### src/rtl/tx_arbiter.sv
// tx_arbiter: three-requester arbiter feeding one or two bytes per grant into a TX FIFO.
// Define TXA_ROUND_ROBIN_EN for round-robin arbitration; fixed priority (0 > 1 > 2) otherwise.
module tx_arbiter #(
    parameter int DATA_WIDTH = 8
) (
    input  logic                      CLK,
    input  logic                      RST,
    input  logic [2:0]                REQ_VLD,
    input  logic [3*2*DATA_WIDTH-1:0] REQ_DATA,
    input  logic [2:0]                REQ_WIDE,
    input  logic                      FIFO_FULL,
    output logic [DATA_WIDTH-1:0]     TX_P_DATA,
    output logic                      TX_D_VLD,
    output logic [2:0]                REQ_ACK,
    output logic [2:0]                GNT,
    output logic                      BUSY
);

    localparam int WW = 2 * DATA_WIDTH;

    typedef enum logic [1:0] {
        IDLE,
        SEND_LO,
        SEND_HI,
        DONE
    } state_t;

    state_t          state;
    state_t          state_nxt;
    logic [WW-1:0]   hold_data;
    logic            hold_wide;
    logic [2:0]      gnt_q;
    logic [2:0]      pick;
    logic [WW-1:0]   pick_data;
    logic            pick_wide;

`ifdef TXA_ROUND_ROBIN_EN
    logic [1:0] last;

    // Round-robin winner: search starts one past the last granted requester
    always_comb begin
        pick = '0;
        case (last)
            2'd0: begin
                if (REQ_VLD[1])      pick = 3'b010;
                else if (REQ_VLD[2]) pick = 3'b100;
                else if (REQ_VLD[0]) pick = 3'b001;
            end
            2'd1: begin
                if (REQ_VLD[2])      pick = 3'b100;
                else if (REQ_VLD[0]) pick = 3'b001;
                else if (REQ_VLD[1]) pick = 3'b010;
            end
            default: begin
                if (REQ_VLD[0])      pick = 3'b001;
                else if (REQ_VLD[1]) pick = 3'b010;
                else if (REQ_VLD[2]) pick = 3'b100;
            end
        endcase
    end

    // Last-grant pointer advances when a transaction completes
    always_ff @(posedge CLK) begin
        if (RST) begin
            last <= 2'd2;
        end else if (state == DONE) begin
            if (gnt_q[1])      last <= 2'd1;
            else if (gnt_q[2]) last <= 2'd2;
            else               last <= 2'd0;
        end
    end
`else
    // Fixed priority winner: requester 0 highest
    always_comb begin
        pick = '0;
        if (REQ_VLD[0])      pick = 3'b001;
        else if (REQ_VLD[1]) pick = 3'b010;
        else if (REQ_VLD[2]) pick = 3'b100;
    end
`endif

    // Select the winner's word and width flag for latching
    always_comb begin
        pick_data = REQ_DATA[WW-1:0];
        pick_wide = REQ_WIDE[0];
        if (pick[1]) begin
            pick_data = REQ_DATA[2*WW-1:WW];
            pick_wide = REQ_WIDE[1];
        end else if (pick[2]) begin
            pick_data = REQ_DATA[3*WW-1:2*WW];
            pick_wide = REQ_WIDE[2];
        end
    end

    // State register
    always_ff @(posedge CLK) begin
        if (RST) state <= IDLE;
        else     state <= state_nxt;
    end

    // Next state and per-state outputs
    always_comb begin
        state_nxt = state;
        TX_P_DATA = '0;
        TX_D_VLD  = 1'b0;
        REQ_ACK   = '0;
        case (state)
            IDLE: begin
                if (|REQ_VLD) state_nxt = SEND_LO;
            end
            SEND_LO: begin
                TX_P_DATA = hold_data[DATA_WIDTH-1:0];
                TX_D_VLD  = !FIFO_FULL;
                if (!FIFO_FULL) state_nxt = hold_wide ? SEND_HI : DONE;
            end
            SEND_HI: begin
                TX_P_DATA = hold_data[WW-1:DATA_WIDTH];
                TX_D_VLD  = !FIFO_FULL;
                if (!FIFO_FULL) state_nxt = DONE;
            end
            DONE: begin
                REQ_ACK   = gnt_q;
                state_nxt = IDLE;
            end
            default: state_nxt = IDLE;
        endcase
    end

    // Holding registers and grant: captured at arbitration, grant dropped after DONE
    always_ff @(posedge CLK) begin
        if (RST) begin
            hold_data <= '0;
            hold_wide <= 1'b0;
            gnt_q     <= '0;
        end else if (state == IDLE && (|REQ_VLD)) begin
            hold_data <= pick_data;
            hold_wide <= pick_wide;
            gnt_q     <= pick;
        end else if (state == DONE) begin
            gnt_q     <= '0;
        end
    end

    assign GNT  = gnt_q;
    assign BUSY = (state != IDLE);

endmodule

### config.mk
export PLATFORM = sky130hd
export DESIGN_NAME = tx_arbiter
export DESIGN_NICKNAME = d
export VERILOG_FILES = /design/src/rtl/tx_arbiter.sv
export SDC_FILE = /design/constraint.sdc
export NUM_CORES = 1
export LEC_CHECK = 0
export BUFFER_PORTS_ARGS = -buffer_cell sky130_fd_sc_hd__buf_4
export CAP_MARGIN = 5
export CORE_MARGIN = 2
export CORE_UTILIZATION = 45
export DETAILED_ROUTE_END_ITERATION = 10
export PLACE_DENSITY = 0.77
export SYNTH_ARGS = -nofsm -noshare
export SYNTH_HDL_FRONTEND = slang
export SYNTH_SLANG_ARGS = --single-unit
### constraint.sdc
create_clock -name CLK -period 2 [get_ports CLK]
set_input_delay 0.1 -clock CLK [delete_from_list [all_inputs] [get_ports CLK]]
set_output_delay 0.1 -clock CLK [all_outputs]
set_load 0.01 [all_outputs]
==> flow_summary.json, run 1 <==
{
  "cts_setup_buffers": 0,
  "seqCellArea_um2": 440,
  "drt-initial-drc-count": 91,
  "ir_drop_mv": 0.434,
  "drc": 0,
  "p_switching_mw": 0.800,
  "synth.area.top_cells": "dfxtp_1, a22oi_1, a21o_1, nand3b_1, nand2b_1",
  "synth_area_um2": 1620,
  "startpoint_type": "register",
  "p_sw_share_pct": 37.4,
  "period_share_pct": 86.9,
  "slew_violations": 0,
  "syn-num-nets": 257,
  "core_um2": 3390,
  "drive_gt1_share_pct": 31.4,
  "cts_tree": "yes",
  "dp_hpwl_um": 2950,
  "groute.usage.overall_pct": 21.0,
  "setup_tns_ps": 0,
  "routed-via-count": 1662,
  "grt_pass1_wl_um": 6930,
  "final_common_cell": "buf_4",
  "die_y_um": 64.1,
  "num_rows": 21,
  "ant_nets": 0,
  "io-pin-count": 73,
  "wl_um": 4120,
  "cts_root_buffer": "clkbuf_4",
  "cp_num_buf_inv": 2,
  "cp_data_required_time_ps": 1900,
  "port_buffers": 72,
  "worstSetupEndpointType": "output pin",
  "leakage_nw": 0.925,
  "antenna_found_initial": 0,
  "synth_top_cell_area_share_pct": 27.1,
  "cts_repair_resize_count": 0,
  "multi_input_area_um2": 1030,
  "gp_congestion": 0.780,
  "worst-path-max-fanout": 9,
  "grt_max_degree": 40,
  "seq_area_frac_synth_pct": 27.1,
  "die-area_um2": 4110,
  "path_delay_family": "adder cells",
  "grt_pass1_vias": 1605,
  "min_path_type": "in -> reg",
  "period_minus_slack_ps": 1740,
  "drt-wirelength-per-cell_um": 13.7,
  "power_density_nw_per_um2": 984,
  "fillCellCount": 320,
  "yosysWarnings": 0,
  "slowest_delay_ps": 370,
  "layout_common_cells": "buf_4, a22oi_1, dfxtp_1",
  "drtPass1Iterations": 4,
  "areaGrowthSynthToFinish_pct": 34.0,
  "arrival_ps": 1640,
  "dieWidth_um": 64.1,
  "seqPwrFrac_pct": 34.1,
  "cts_max_level": 1,
  "p_clk_share_pct": 15.8,
  "netlist_instances": 195,
  "synth-seq-cells": 22,
  "viasPerCell": 5.52,
  "tightest_slew_ps": 552,
  "hold_slack_ps": 92.3,
  "n_antenna_cell": 0,
  "clk_pin_slew_worst_paths_ps": 120,
  "post_synth.cell_area_avg_um2": 8.33,
  "finalSetupViolations": 0,
  "synth_cell_types": 27,
  "nets": 318,
  "power.internal_mw": 1.34,
  "clock_sinks": 22,
  "cap_viol_max_count": 0,
  "max_freq_ghz": 0.575,
  "cts_buffers": 3,
  "crit_path_top_delay_cell": "ha_1",
  "synth_area_leader_cell": "dfxtp_1",
  "finalClockSkew_ps": 5.19,
  "cts-root-to-sink-buffers": 2,
  "path_cells": "inv_1, ha_1, a22oi_1, nor2b_1, buf_4",
  "slew_headroom_pct": 63.1,
  "worst-setup-path-type": "reg -> out",
  "grt_overflow": 0,
  "rsz0062_at_grt": "no",
  "start_util_pct": 47.9,
  "outcome": "completed",
  "hold_viol_final": 0,
  "combPwrFrac_pct": 50.1,
  "clock_latency_ps": 310
}
## sequential cells by signal, indices dropped and copies added (netlist names)
register and count:
hold_data 16, GNT 3, state 2, hold_wide 1
## kinds of logic (layout without fill, tap and decap cells)
| logic type | Yosys count | in the layout | share of synthesized area, % |
|---|---|---|---|
| DFF | 22 | 22 | 27.1 |
| buffers and inverters | 25 | 85 | 9.24 |
| adders and majority gates | 5 | 5 | 3.85 |
| AOI/OAI and AO/OA | 87 | 87 | 36.4 |
| and+or+nand+nor | 56 | 56 | 23.4 |
## cell usage after synthesis
master and instances:
a22oi_1 26, dfxtp_1 22, nand2b_1 19, a21o_1 17, a31oi_1 17, nand3b_1 17, o21ai_1 14, nor2b_1 11
clkbuf_1 6, buf_2 5, buf_6 5, ha_1 5, inv_1 5, o21ai_0 4, and2_1 3, buf_4 3
nor2_1 3, o21a_1 3, a2bb2oi_1 2, a21oi_1 1, clkbuf_2 1, nand2_1 1, nor3b_1 1, nor4b_4 1
o311ai_1 1, o31a_1 1, o41ai_1 1
## power groups by stage
stage	logic (mW)	registers (mW)	clock network, mW
after detailed placement	1.07	0.737	0
after global placement	1.04	0.735	0
after CTS	1.08	0.728	0.346
final	1.07	0.729	0.338
after floorplan	0.829	0.709	0
after global routing	1.19	0.750	0.364
## layer usage
metal / up-vias / track usage (%) / share of wire (%)
li1: 843 / - / -
met1: 773 / 25.3 / 44
met2: 42 / 38.7 / 51
met3: 4 / 3.35 / 4.3
met4: 0 / 4.62 / 0.70
met5: - / 0 / 0
## what timing repair did
item / 4_1_cts / 5_1_grt
endpoints found under the hold margin: 2 / 0
endpoints found under the setup margin: 0 / 0
hold buffers: 1 / 0
## per-stage QoR
stage	power, mW	cell area, um^2	std cells	util, %	setup slack [ps]
after CTS	2.15	2180	301	64.2	254
after global placement	1.78	2110	296	62.3	461
after global routing	2.30	2180	301	64.2	126
after floorplan	1.54	1620	195	-	487
after detailed placement	1.80	2110	296	62.3	378
final	2.14	2180	301	64.2	261
## worst register-to-register path, delay by kind of cell (launching register included)
kind                     cells  cell delay, ps
AO/OA/AOI/OAI                3             700
flip-flops                   1             400
adder cells (fa/ha/maj)      1             330
buffers and inverters        1             110
## area by class of cell
class | instances | area share [%]
multi-input cells | 148 | 47.5
repair buffers | 76 | 26.3
flip-flops and latches | 22 | 20.2
clock buffers | 3 | 1.04
inverters | 5 | 0.863
well taps | 46 | 2.65
clock inverters | 1 | 1.38
## worst paths after layout
path / slack, ps / to / from / cells past startpoint
setup / recovery: 260 / TX_P_DATA[4] / state[0]$_SDFFE_PP0P_ / 5
hold reg to reg: 540 / hold_data[1]$_SDFFE_PP0P_ / hold_data[1]$_SDFFE_PP0P_ / 2
hold / removal: 90 / hold_data[12]$_SDFFE_PP0P_ / REQ_DATA[28] / 3
setup reg to reg: 350 / state[0]$_SDFFE_PP0P_ / state[0]$_SDFFE_PP0P_ / 5
(Power assumes the default switching activity.)
==> run 2: changes to the inputs <==
==> constraint.sdc (replaced) <==
create_clock -name CLK -period 2 [get_ports CLK]
set_input_delay 0.3 -clock CLK [delete_from_list [all_inputs] [get_ports CLK]]
set_output_delay 0.3 -clock CLK [all_outputs]
set_load 0.01 [all_outputs]
==> flow_summary.json, run 2 (synthesis results as in run 1) <==
{
  "leakage_nw": 0.922,
  "drive_gt1_share_pct": 33.1,
  "startpoint_type": "register",
  "dp_hpwl_um": 3070,
  "drtPass1Iterations": 4,
  "fillCellCount": 298,
  "n_antenna_cell": 0,
  "clock_latency_ps": 310,
  "worst-path-max-fanout": 10,
  "grt_pass1_vias": 1597,
  "port_buffers": 72,
  "final_common_cell": "buf_4",
  "path_delay_family": "flip-flops",
  "grt_overflow": 0,
  "cts_buffers": 3,
  "cts_tree": "yes",
  "clock_sinks": 22,
  "dieWidth_um": 64.1,
  "worstSetupEndpointType": "output pin",
  "cp_num_buf_inv": 2,
  "gp_congestion": 0.837,
  "cts_max_level": 1,
  "finalClockSkew_ps": 11.0,
  "grt_max_degree": 40,
  "slew_violations": 0,
  "groute.usage.overall_pct": 21.2,
  "tightest_slew_ps": 528,
  "clk_pin_slew_worst_paths_ps": 130,
  "cts-root-to-sink-buffers": 2,
  "num_rows": 21,
  "die-area_um2": 4110,
  "drt-wirelength-per-cell_um": 14.2,
  "period_share_pct": 96.5,
  "multi_input_area_um2": 1070,
  "cp_data_required_time_ps": 1700,
  "seqCellArea_um2": 442,
  "largest_register": "hold_data",
  "min_path_type": "in -> reg",
  "grt_pass1_wl_um": 7150,
  "period_minus_slack_ps": 1930,
  "worst-setup-path-type": "reg -> out",
  "cap_viol_max_count": 0,
  "outcome": "completed",
  "arrival_ps": 1630,
  "die_y_um": 64.1,
  "viasPerCell": 5.55,
  "path_cells": "inv_1, ha_4, nor2b_1, buf_4",
  "routed-via-count": 1666,
  "max_freq_ghz": 0.518,
  "nets": 317,
  "drc": 0,
  "wl_um": 4260,
  "slew_headroom_pct": 64.8,
  "power_mw": 2.28,
  "finalSetupViolations": 0,
  "cts_root_buffer": "clkbuf_4",
  "drt-initial-drc-count": 92,
  "slowest_delay_ps": 470,
  "start_util_pct": 47.9,
  "cts_setup_buffers": 0,
  "areaGrowthSynthToFinish_pct": 35.7,
  "largest_reg_flops": 16,
  "layout_common_cells": "buf_4, a22oi_1, dfxtp_1",
  "ant_nets": 0,
  "io-pin-count": 73,
  "setup_tns_ps": 0,
  "core_um2": 3390,
  "rsz0062_at_grt": "no",
  "ir_drop_mv": 0.428,
  "crit_path_top_delay_cell": "dfxtp_1",
  "hold_viol_final": 0,
  "power_density_nw_per_um2": 1030,
  "antenna_found_initial": 0
}
-- run 2: metal layers --
metal / track usage, % / up-vias / part of all wire (%)
met2: 36.6 / 48 / 51
met1: 26.6 / 776 / 44
li1: - / 840 / -
met4: 7.88 / 0 / 0.68
met3: 2.82 / 2 / 4.3
met5: 0 / - / 0
-- run 2: worst paths after layout --
check                           slack [ps]                        from  cells after the start                    endpoint
worst min-delay path                   160                         RST                      2         GNT[1]$_SDFFE_PP0P_
worst max register to register         400       state[1]$_SDFFE_PP0P_                      5       state[0]$_SDFFE_PP0P_
worst max-delay path                    70       state[1]$_SDFFE_PP0P_                      4                TX_P_DATA[5]
worst min register to register         530  hold_data[15]$_SDFFE_PP0P_                      2  hold_data[15]$_SDFFE_PP0P_
-- run 2: cell type report --
cell class	count	share of cell area (%)
inverters	5	0.851
multi-input cells	148	48.6
repair buffers	75	25.5
well taps	46	2.61
flip-flops and latches	22	20.0
clock inverters	1	1.36
clock buffers	3	1.02
-- run 2: repair_timing --
| item | in CTS | in global routing |
|---|---|---|
| resized for setup | 0 | 7 |
| hold buffers | 0 | 0 |
| endpoints found under the setup margin | 0 | 9 |
-- run 2: power by group --
| group | leakage, nW | switching [mW] | internal (mW) |
|---|---|---|---|
| sequential | 0.183 | 0.132 | 0.617 |
| clock | 0.0279 | 0.139 | 0.202 |
| combinational | 0.711 | 0.585 | 0.602 |
| total | 0.922 | 0.856 | 1.42 |
-- run 2: stage by stage --
stage	setup WS (ps)	area, um^2	std cells	util, %	hold slack [ps]
global route	1.10	2200	300	65.0	146
CTS	36.6	2170	300	63.9	147
finish	70.8	2200	300	65.0	159
floorplan	487	1620	195	-	372
global placement	450	2110	296	62.3	498
detailed placement	392	2110	296	62.3	493
